==> src/rtl/spi_controller_if.sv <==
// Request handshake and SPI pin bundle shared by spi_controller and its requester.
// The master modport is the requester side. The slave modport is the controller side.
interface spi_controller_if;
    logic       req_valid;
    logic       req_ready;
    logic       req_rw;
    logic [6:0] req_addr;
    logic [7:0] req_data;
    logic       sclk;
    logic       copi;
    logic       ncs;
    logic       busy;
    logic       done;

    modport master (
        output req_valid, req_rw, req_addr, req_data,
        input  req_ready, sclk, copi, ncs, busy, done
    );

    modport slave (
        input  req_valid, req_rw, req_addr, req_data,
        output req_ready, sclk, copi, ncs, busy, done
    );
endinterface

==> src/rtl/spi_controller.sv <==
// SPI mode-0 initiator: accepts one 16-bit {rw, addr, data} frame per handshake and
// shifts it out MSB-first with paced sclk, chip-select setup/hold and an idle gap.
module spi_controller #(
    parameter int unsigned CLK_DIV  = 4,
    parameter int unsigned CS_SETUP = 2,
    parameter int unsigned CS_HOLD  = 2,
    parameter int unsigned IDLE_GAP = 2
) (
    input  logic            clk,
    input  logic            rst,
    spi_controller_if.slave bus
);
    // One shared down-counter times every phase, so it is sized for the largest one.
    localparam int unsigned MAX_A   = (CLK_DIV > CS_SETUP) ? CLK_DIV : CS_SETUP;
    localparam int unsigned MAX_B   = (CS_HOLD > IDLE_GAP) ? CS_HOLD : IDLE_GAP;
    localparam int unsigned MAX_CNT = (MAX_A > MAX_B) ? MAX_A : MAX_B;
    localparam int unsigned CNT_W   = $clog2(MAX_CNT + 1);

    localparam logic [CNT_W-1:0] SETUP_LD = CNT_W'(CS_SETUP - 1);
    localparam logic [CNT_W-1:0] DIV_LD   = CNT_W'(CLK_DIV - 1);
    localparam logic [CNT_W-1:0] HOLD_LD  = CNT_W'(CS_HOLD - 1);
    localparam logic [CNT_W-1:0] GAP_LD   = CNT_W'(IDLE_GAP - 1);
    localparam logic [CNT_W-1:0] CNT_ONE  = CNT_W'(1);

    localparam logic [2:0] S_IDLE  = 3'd0;
    localparam logic [2:0] S_SETUP = 3'd1;
    localparam logic [2:0] S_SHIFT = 3'd2;
    localparam logic [2:0] S_HOLD  = 3'd3;
    localparam logic [2:0] S_GAP   = 3'd4;

    logic [2:0]       state_q, state_d;
    logic [CNT_W-1:0] cnt_q, cnt_d;
    logic [3:0]       bit_q, bit_d;
    logic [15:0]      shreg_q, shreg_d;
    logic             sclk_q, sclk_d;
    logic             copi_q, copi_d;
    logic             ncs_q, ncs_d;
    logic             ready_q, ready_d;
    logic             busy_q, busy_d;
    logic             done_q, done_d;

    always_comb begin
        // NOTE: every variable gets a default first so no path leaves one unassigned (no latches).
        state_d = state_q;
        cnt_d   = cnt_q;
        bit_d   = bit_q;
        shreg_d = shreg_q;
        sclk_d  = sclk_q;
        copi_d  = copi_q;
        ncs_d   = ncs_q;
        done_d  = 1'b0;

        case (state_q)
            S_IDLE: begin
                if (bus.req_valid) begin
                    state_d = S_SETUP;
                    cnt_d   = SETUP_LD;
                    shreg_d = {bus.req_rw, bus.req_addr, bus.req_data};
                    copi_d  = bus.req_rw;
                    ncs_d   = 1'b0;
                end
            end
            S_SETUP: begin
                if (cnt_q == '0) begin
                    state_d = S_SHIFT;
                    cnt_d   = DIV_LD;
                    bit_d   = '0;
                end else begin
                    cnt_d = cnt_q - CNT_ONE;
                end
            end
            S_SHIFT: begin
                if (cnt_q != '0) begin
                    cnt_d = cnt_q - CNT_ONE;
                end else if (!sclk_q) begin
                    sclk_d = 1'b1;
                    cnt_d  = DIV_LD;
                end else begin
                    // Falling sclk: the only point where copi may move to the next bit.
                    sclk_d = 1'b0;
                    if (bit_q == 4'd15) begin
                        state_d = S_HOLD;
                        cnt_d   = HOLD_LD;
                    end else begin
                        bit_d   = bit_q + 4'd1;
                        shreg_d = {shreg_q[14:0], 1'b0};
                        copi_d  = shreg_q[14];
                        cnt_d   = DIV_LD;
                    end
                end
            end
            S_HOLD: begin
                if (cnt_q == '0) begin
                    state_d = S_GAP;
                    cnt_d   = GAP_LD;
                    ncs_d   = 1'b1;
                    copi_d  = 1'b0;
                    done_d  = 1'b1;
                end else begin
                    cnt_d = cnt_q - CNT_ONE;
                end
            end
            S_GAP: begin
                if (cnt_q == '0) begin
                    state_d = S_IDLE;
                end else begin
                    cnt_d = cnt_q - CNT_ONE;
                end
            end
            default: state_d = S_IDLE;
        endcase

        ready_d = (state_d == S_IDLE);
        busy_d  = (state_d != S_IDLE);
    end

    // NOTE: sequential state uses non-blocking assignments so every register sees pre-edge values.
    always_ff @(posedge clk or posedge rst) begin
        if (rst) begin
            state_q <= S_IDLE;
            cnt_q   <= '0;
            bit_q   <= '0;
            shreg_q <= '0;
            sclk_q  <= 1'b0;
            copi_q  <= 1'b0;
            ncs_q   <= 1'b1;
            ready_q <= 1'b1;
            busy_q  <= 1'b0;
            done_q  <= 1'b0;
        end else begin
            state_q <= state_d;
            cnt_q   <= cnt_d;
            bit_q   <= bit_d;
            shreg_q <= shreg_d;
            sclk_q  <= sclk_d;
            copi_q  <= copi_d;
            ncs_q   <= ncs_d;
            ready_q <= ready_d;
            busy_q  <= busy_d;
            done_q  <= done_d;
        end
    end

    assign bus.req_ready = ready_q;
    assign bus.sclk      = sclk_q;
    assign bus.copi      = copi_q;
    assign bus.ncs       = ncs_q;
    assign bus.busy      = busy_q;
    assign bus.done      = done_q;
endmodule

==> src/flat_wrapper.sv <==
// flat-port wrapper written by rule: the top's interface ports become plain ports
module spi_controller_flat 
#(
    parameter int unsigned CLK_DIV  = 4,
    parameter int unsigned CS_SETUP = 2,
    parameter int unsigned CS_HOLD  = 2,
    parameter int unsigned IDLE_GAP = 2
)
  (clk, rst, bus_req_valid, bus_req_rw, bus_req_addr, bus_req_data, bus_req_ready, bus_sclk, bus_copi, bus_ncs, bus_busy, bus_done);
  spi_controller_if bus_i ();
  input  logic clk;
  input  logic rst;
  input wire logic [$bits(bus_i.req_valid)-1:0] bus_req_valid;
  input wire logic [$bits(bus_i.req_rw)-1:0] bus_req_rw;
  input wire logic [$bits(bus_i.req_addr)-1:0] bus_req_addr;
  input wire logic [$bits(bus_i.req_data)-1:0] bus_req_data;
  output wire logic [$bits(bus_i.req_ready)-1:0] bus_req_ready;
  output wire logic [$bits(bus_i.sclk)-1:0] bus_sclk;
  output wire logic [$bits(bus_i.copi)-1:0] bus_copi;
  output wire logic [$bits(bus_i.ncs)-1:0] bus_ncs;
  output wire logic [$bits(bus_i.busy)-1:0] bus_busy;
  output wire logic [$bits(bus_i.done)-1:0] bus_done;
  assign bus_i.req_valid = bus_req_valid;
  assign bus_i.req_rw = bus_req_rw;
  assign bus_i.req_addr = bus_req_addr;
  assign bus_i.req_data = bus_req_data;
  assign bus_req_ready = bus_i.req_ready;
  assign bus_sclk = bus_i.sclk;
  assign bus_copi = bus_i.copi;
  assign bus_ncs = bus_i.ncs;
  assign bus_busy = bus_i.busy;
  assign bus_done = bus_i.done;
  spi_controller #(.CLK_DIV(CLK_DIV), .CS_SETUP(CS_SETUP), .CS_HOLD(CS_HOLD), .IDLE_GAP(IDLE_GAP)) u_core (.clk(clk), .rst(rst), .bus(bus_i));
endmodule
==> config.mk <==
export PLATFORM = sky130hd
export DESIGN_NAME = spi_controller_flat
export DESIGN_NICKNAME = d
export VERILOG_FILES = /design/src/rtl/spi_controller_if.sv /design/src/rtl/spi_controller.sv /design/src/flat_wrapper.sv
export SDC_FILE = /design/constraint.sdc
export NUM_CORES = 1
export LEC_CHECK = 0
export ABC_AREA = 1
export ABC_CLOCK_PERIOD_IN_PS = 3250
export BUFFER_PORTS_ARGS = -buffer_cell sky130_fd_sc_hd__buf_2
export CAP_MARGIN = 30
export CORE_MARGIN = 2
export CORE_UTILIZATION = 55
export DETAILED_ROUTE_END_ITERATION = 10
export GPL_TIMING_DRIVEN = 0
export PLACE_DENSITY = 0.77
export SLEW_MARGIN = 20
export SYNTH_ARGS = -nofsm -noshare
export SYNTH_HDL_FRONTEND = slang
export SYNTH_SLANG_ARGS = --single-unit
==> constraint.sdc <==
create_clock -name clk -period 3.25 [get_ports clk]
set_clock_uncertainty 0.05 [all_clocks]
set_input_delay 0.325 -clock clk [delete_from_list [all_inputs] [get_ports clk]]
set_output_delay 0.325 -clock clk [all_outputs]
set_load 0.1 [all_outputs]
==> results.py, run 1 <==
metrics = {
    "run_status": {
        "outcome": "finished clean",
    },
    "cells_and_area": {
        "layout.nets": 264,
        "layout-drive-gt1-share_pct": 27.16,
        "regArea_um2": 778.2,
        "multi_input_area_um2": 748.2,
        "fin_util_pct": 64.03,
        "n_antenna_cell": 0,
        "fillers": 274,
        "syn2layout_area_growth_pct": 13.14,
    },
    "worst_setup_path": {
        "crit_path_start": "u_core.cnt_q[0]",
        "crit_path_end_kind": "flop",
        "r2r-end": "u_core.shreg_q[13]",
        "crit_type": "reg2reg",
        "crit_arrival_ns": 2.06,
        "r2r_cells": 12,
        "cp.required_ns": 3.45,
        "regToRegSetupSlack_ns": 1.40,
        "crit_fanout": 10,
        "cp-endpoint": "u_core.shreg_q[13]",
        "timing.rr.start": "u_core.cnt_q[0]",
        "cp-start-kind": "flop",
    },
    "global_routing": {
        "grt_pass1_vias": 1264,
        "grt_max_degree": 32,
        "antenna_found_initial": 0,
        "grt_pass1_wl_um": 5299,
        "gr-total-overflow": 0,
        "grt_usage_pct": 20.34,
    },
    "logic_synthesis": {
        "ys.warnings.count": 0,
        "yosysTopAreaCell": "dfrtp_1",
        "synth.area.top_cells": "dfrtp_1 43%, nand2_1 13%, o21ai_0 7.4%",
        "netlist_instances": 211,
        "ys_top_cells_by_count": "60 x nand2_1, 29 x dfrtp_1, 26 x inv_1, 25 x o21ai_0",
        "yosys.cell_count.top_type": "nand2_1",
        "synth_edf_count": 0,
        "ys.flop_type": "dfrtp_1",
        "yosys_register_bits": 31,
        "syn_area_um2": 1685,
        "ys_seq_area_share_pct": 46.18,
        "synth_top_area_share_pct": 43.06,
        "syn-num-nets": 233,
        "async_reset_ff_share_pct": 100.0,
        "synth_area_per_cell_um2": 7.988,
        "ys_types": 28,
    },
    "drt": {
        "drt-total-wl_um": 3100,
        "dr.pass1.iters": 4,
        "viasPerCell": 5.051,
        "drtIter0Drc": 61,
        "vias": 1394,
        "post_drt_wl_per_cell_um": 11.23,
        "drtAntennaViolNets": 0,
        "drcViolationCount": 0,
    },
    "cts": {
        "clk_latency_ns": 0.33,
        "htree_levels": 2,
        "cts_setup_buffers": 0,
        "cts_resized": 0,
        "cts.path.max_buffers": 2,
        "postCtsHoldBufs": 0,
        "cts_tree": "done",
        "numCtsBuffers": 5,
        "path_clk_slew_ns": 0.11,
        "clock-root-buffer": "clkbuf_4",
        "cts_sinks": 31,
    },
    "pwr": {
        "p_leak_uw": 0.0009841,
        "power.density_nw_per_um2": 334.3,
        "power_uw": 637.5,
        "max-vdd-ir-drop_mv": 0.2451,
    },
    "place": {
        "dpl.hpwl_um": 2243,
        "globalplace.congestion": 0.9664,
        "port_buffers": 24,
    },
    "sta": {
        "final.period_utilization_pct": 57.07,
        "post-route-min-period_ns": 1.855,
        "hold_viol_final": 0,
        "tightest_slew_ns": 0.6334,
        "tns_ns": 0,
        "finalSetupViolCount": 0,
        "max_freq_mhz": 539.1,
        "grt_setup_unrepaired": "false",
        "maxSlewViolCount": 0,
        "timing.slew.headroom_pct": 57.71,
    },
    "floorplan": {
        "die_h_um": 59.36,
        "die_x_um": 59.36,
        "row_count": 20,
        "coreArea_um2": 2978,
        "initial_utilization_pct": 56.60,
        "dieArea_um2": 3523,
        "io_pins": 25,
    },
    "min_path": {
        "hold_class": "in2async",
    },
    "job": {
        "drv_cap": 0,
    },
}
==> placed cells by master, fill, tap and decap left out, types with 2 or more instances in the layout <==
master    netlist  layout
nand2_1        60      60
dfrtp_1        29      29
buf_2           3      27
inv_1          26      25
o21ai_0        25      25
nand2_2        11      11
nor2_1         11      11
nand3_1        10      10
o21ai_2         7       7
clkbuf_4        0       5
o21ai_1         4       4
inv_2           2       3
ha_1            3       3
nor2_2          2       2
nor2_4          2       2
a22oi_1         2       2
dfstp_2         2       2
==> per-layer routing <==
metal  GRT usage (%)  wire (um)  vias to the layer above
li1                -          -                      733
met1           26.07       1510                      640
met2           31.87       1450                       19
met3           6.114        112                        2
met4           8.766         27                        0
met5               0          0                        -
==> worst max-delay path, cell delays in order (launching register included) <==
cell	delay [ns]
dfrtp_1	0.36
inv_1	0.11
ha_1	0.18
inv_1	0.05
nor2_2	0.19
nand2_1	0.17
nand2_2	0.12
nand2_2	0.06
nor2_4	0.09
buf_6	0.15
buf_12	0.14
nand2_2	0.06
o21ai_2	0.06
==> metrics by stage <==
stage | cells | worst slack, ns | instance area, um^2 | hold slack [ns]
after floorplan | 211 | 1.326 | 1685 | 0.3770
after global placement | 268 | 1.422 | 1847 | 0.4010
after detailed placement | 268 | 1.400 | 1847 | 0.4024
after CTS | 276 | 1.384 | 1907 | 0.02669
after global routing | 276 | 1.206 | 1907 | 0.05198
final | 276 | 1.395 | 1907 | 0.01980
==> worst min path at each step <==
stage | endpoint | slack, ns | cells after the start
3_3_place_gp | u_core.bus.ncs | 0.40 | 2
3_5_place_dp | u_core.shreg_q[3] | 0.40 | 2
6_report | u_core.shreg_q[6] | 0.02 | 2
4_1_cts | u_core.shreg_q[6] | 0.03 | 2
5_1_grt | u_core.shreg_q[14] | 0.05 | 2
2_1_floorplan | u_core.bit_q[0] | 0.38 | 1
==> report_power, final <==
group          switching, uW  internal (uW)  leakage (uW)
combinational           10.9           7.69      0.000594
clock                    129            105     0.0000353
sequential                 0            386      0.000355
total                    139            498      0.000984
==> final cells by class <==
type / count / area share [%]
sequential: 31 / 40.81
multi-input combinational: 146 / 39.24
timing repair buffer: 24 / 6.299
inverter: 28 / 5.512
clock buffer: 7 / 2.887
buffer: 6 / 2.822
tap: 33 / 2.165
clock inverter: 1 / 0.2625
==> registers in the layout, indices dropped and copies added (netlist names) <==
register / cells
u_core.shreg_q: 15
u_core.cnt_q: 3
u_core.bus.req_ready: 1
u_core.bus.done: 1
u_core.bus.ncs: 1
u_core.state_q: 3
u_core.bus.sclk: 1
u_core.bit_q: 4
u_core.bus.busy: 1
u_core.bus.copi: 1
==> cell families after synthesis <==
family                   count (synthesis)  synth area share (%)
XOR/XNOR                                 1                0.5198
AO/OA/AOI/OAI                           41                 14.40
adder cells (fa/ha/maj)                  3                 2.227
flip-flops                              31                 46.18
AND/OR/NAND/NOR                        101                 27.25
buffers and inverters                   34                 9.428
(Power assumes the default switching activity.)
==> inputs of run 2 (changes only) <==
Settings changed: ABC_CLOCK_PERIOD_IN_PS 3250 to 1630, CORE_UTILIZATION 55 to 50, PLACE_DENSITY 0.77 to 0.74.
Clock period 3.25 ns to 1.63 ns, I/O delays scaled along.
==> run 2 against run 1 <==
First-iteration DRC count fell by 3.3%; non-clock buffer count rose by 16; global-route usage down 1.1 points; cell count is 11% higher; sequential share of layout area is 4.1 points lower; worst hold slack got worse by 0.010 ns; critical path type unchanged; die area increased by 9.3%.
==> results.py, run 2 (synthesized netlist as in run 1, its figures left out) <==
metrics = {
    "cts": {
        "htree_levels": 2,
        "cts_tree": "done",
        "cts_sinks": 31,
        "clk_latency_ns": 0.33,
        "cts.path.max_buffers": 2,
        "numCtsBuffers": 5,
        "path_clk_slew_ns": 0.10,
        "clock-root-buffer": "clkbuf_4",
    },
    "drt": {
        "post_drt_wl_per_cell_um": 11.49,
        "viasPerCell": 4.748,
        "vias": 1448,
        "drcViolationCount": 0,
        "drt-total-wl_um": 3504,
        "drtAntennaViolNets": 0,
        "drtIter0Drc": 59,
        "dr.pass1.iters": 4,
    },
    "floorplan": {
        "die_h_um": 62.06,
        "row_count": 21,
        "io_pins": 25,
        "dieArea_um2": 3851,
        "die_x_um": 62.06,
        "coreArea_um2": 3284,
        "initial_utilization_pct": 51.31,
    },
    "place": {
        "globalplace.congestion": 0.8842,
        "port_buffers": 24,
        "dpl.hpwl_um": 2288,
        "preCtsSetupSlack_ns": -0.1635,
        "placedInstanceArea_um2": 1867,
    },
    "sta": {
        "tns_ns": 0,
        "timing.slew.headroom_pct": 57.38,
        "tightest_slew_ns": 0.6384,
        "max_freq_mhz": 621.2,
        "worst_slack_ns": 0.02031,
        "grt_setup_unrepaired": "true",
        "hold_viol_final": 0,
        "finalSetupViolCount": 0,
        "maxSlewViolCount": 0,
        "final.period_utilization_pct": 98.75,
        "post-route-min-period_ns": 1.610,
    },
    "worst_setup_path": {
        "cp.required_ns": 1.80,
        "crit_fanout": 6,
        "r2r-end": "u_core.shreg_q[5]",
        "timing.rr.start": "u_core.bit_q[0]",
        "crit_arrival_ns": 1.78,
        "worst_path_largest_cell_delay_ns": 0.42,
        "worstPathCellList": "ha_2, nand3_1, inv_1, nand2_2, nand2_4, nor2_4, buf_6, clkbuf_16, o21ai_1",
        "cp-start-kind": "flop",
        "regToRegSetupSlack_ns": 0.02,
        "crit_path_end_kind": "flop",
        "crit_path_top_delay_cell": "dfrtp_1",
        "r2r_cells": 9,
        "crit_type": "reg2reg",
    },
    "cells_and_area": {
        "largest_reg_flops": 15,
        "fin_area_um2": 2128,
        "layout.nets": 280,
        "layout_commonest_cell": "nand2_1",
        "reg_top3": "u_core.shreg_q: 15 flops, u_core.bit_q: 4 flops",
        "syn2layout_area_growth_pct": 26.28,
        "mostFrequentLayoutCells": "57 x nand2_1, 27 x buf_2, 26 x dfrtp_1",
        "top_register": "u_core.shreg_q",
        "n_antenna_cell": 0,
        "fin_util_pct": 64.80,
        "layout-drive-gt1-share_pct": 35.52,
    },
    "global_routing": {
        "grt_max_degree": 32,
        "gr-total-overflow": 0,
        "antenna_found_initial": 0,
        "grt_usage_pct": 19.22,
        "grt_pass1_vias": 1282,
        "grt_pass1_wl_um": 5333,
    },
    "pwr": {
        "max-vdd-ir-drop_mv": 0.3169,
        "power.density_nw_per_um2": 601.6,
        "p_leak_uw": 0.001069,
        "power_uw": 1280,
    },
    "min_path": {
        "min_delay_worst_endpoint": "u_core.shreg_q[0]",
        "hold_depth": 3,
        "hp-start": "bus_req_data[0]",
        "hold_class": "in2reg",
    },
    "job": {
        "drv_cap": 0,
    },
    "run_status": {
        "outcome": "finished clean",
    },
}
[run 2: worst max-delay path: cells and delay by family (launching register included)]
kind	cells	cell delay, ns
buf+inv	3	0.38
compound gates	1	0.06
flops	1	0.42
fa+ha+maj	1	0.21
simple gates	4	0.39
[run 2: layout make-up]
type | instances | area (um^2)
clock inverters | 1 | 5.005
inverters | 28 | 107.6
well taps | 46 | 57.56
multi-input cells | 146 | 790.8
plain buffers | 6 | 53.80
flip-flops and latches | 31 | 782.0
fillers | 296 | 1156
clock buffers | 7 | 55.05
repair buffers | 40 | 276.5
[run 2: worst max-delay path by stage]
stage / startpoint / to / depth (start not counted)
finish: u_core.bit_q[0] / u_core.shreg_q[5] / 9
global route: u_core.bit_q[0] / u_core.shreg_q[6] / 10
CTS: u_core.cnt_q[0] / u_core.bit_q[3] / 10
detailed placement: u_core.cnt_q[0] / u_core.shreg_q[5] / 11
global placement: u_core.cnt_q[0] / u_core.shreg_q[5] / 11
floorplan: u_core.cnt_q[0] / u_core.shreg_q[4] / 11
[run 2: power breakdown]
group | total [uW] | switching [uW] | internal, uW
clock | 473 | 264 | 209
sequential | 769 | 0 | 769
combinational | 39.0 | 22.1 | 16.9
total | 1280 | 286 | 995
[run 2: through the flow]
stage | std cells | hold WS (ns)
after floorplan | 211 | 0.2150
after global placement | 281 | 0.3477
after detailed placement | 281 | 0.2399
after CTS | 294 | 0.00007053
after global routing | 305 | 0.001119
final | 305 | 0.009309
[run 2: layer usage]
metal  global-route usage (%)  part of all wire, %
met1                    24.31                   47
met2                    31.25                   46
met3                    5.590                  4.9
met4                    6.991                  2.4
met5                        0                    0
[run 2: repair_timing]
| action | in CTS | in global routing |
|---|---|---|
| pin swaps | 2 | 2 |
| gates resized for setup | 4 | 15 |
| setup endpoints to repair | 20 | 22 |
| setup buffers | 4 | 10 |
| hold endpoints to repair | 29 | 0 |
| hold buffers | 1 | 0 |
| cloned | 0 | 1 |
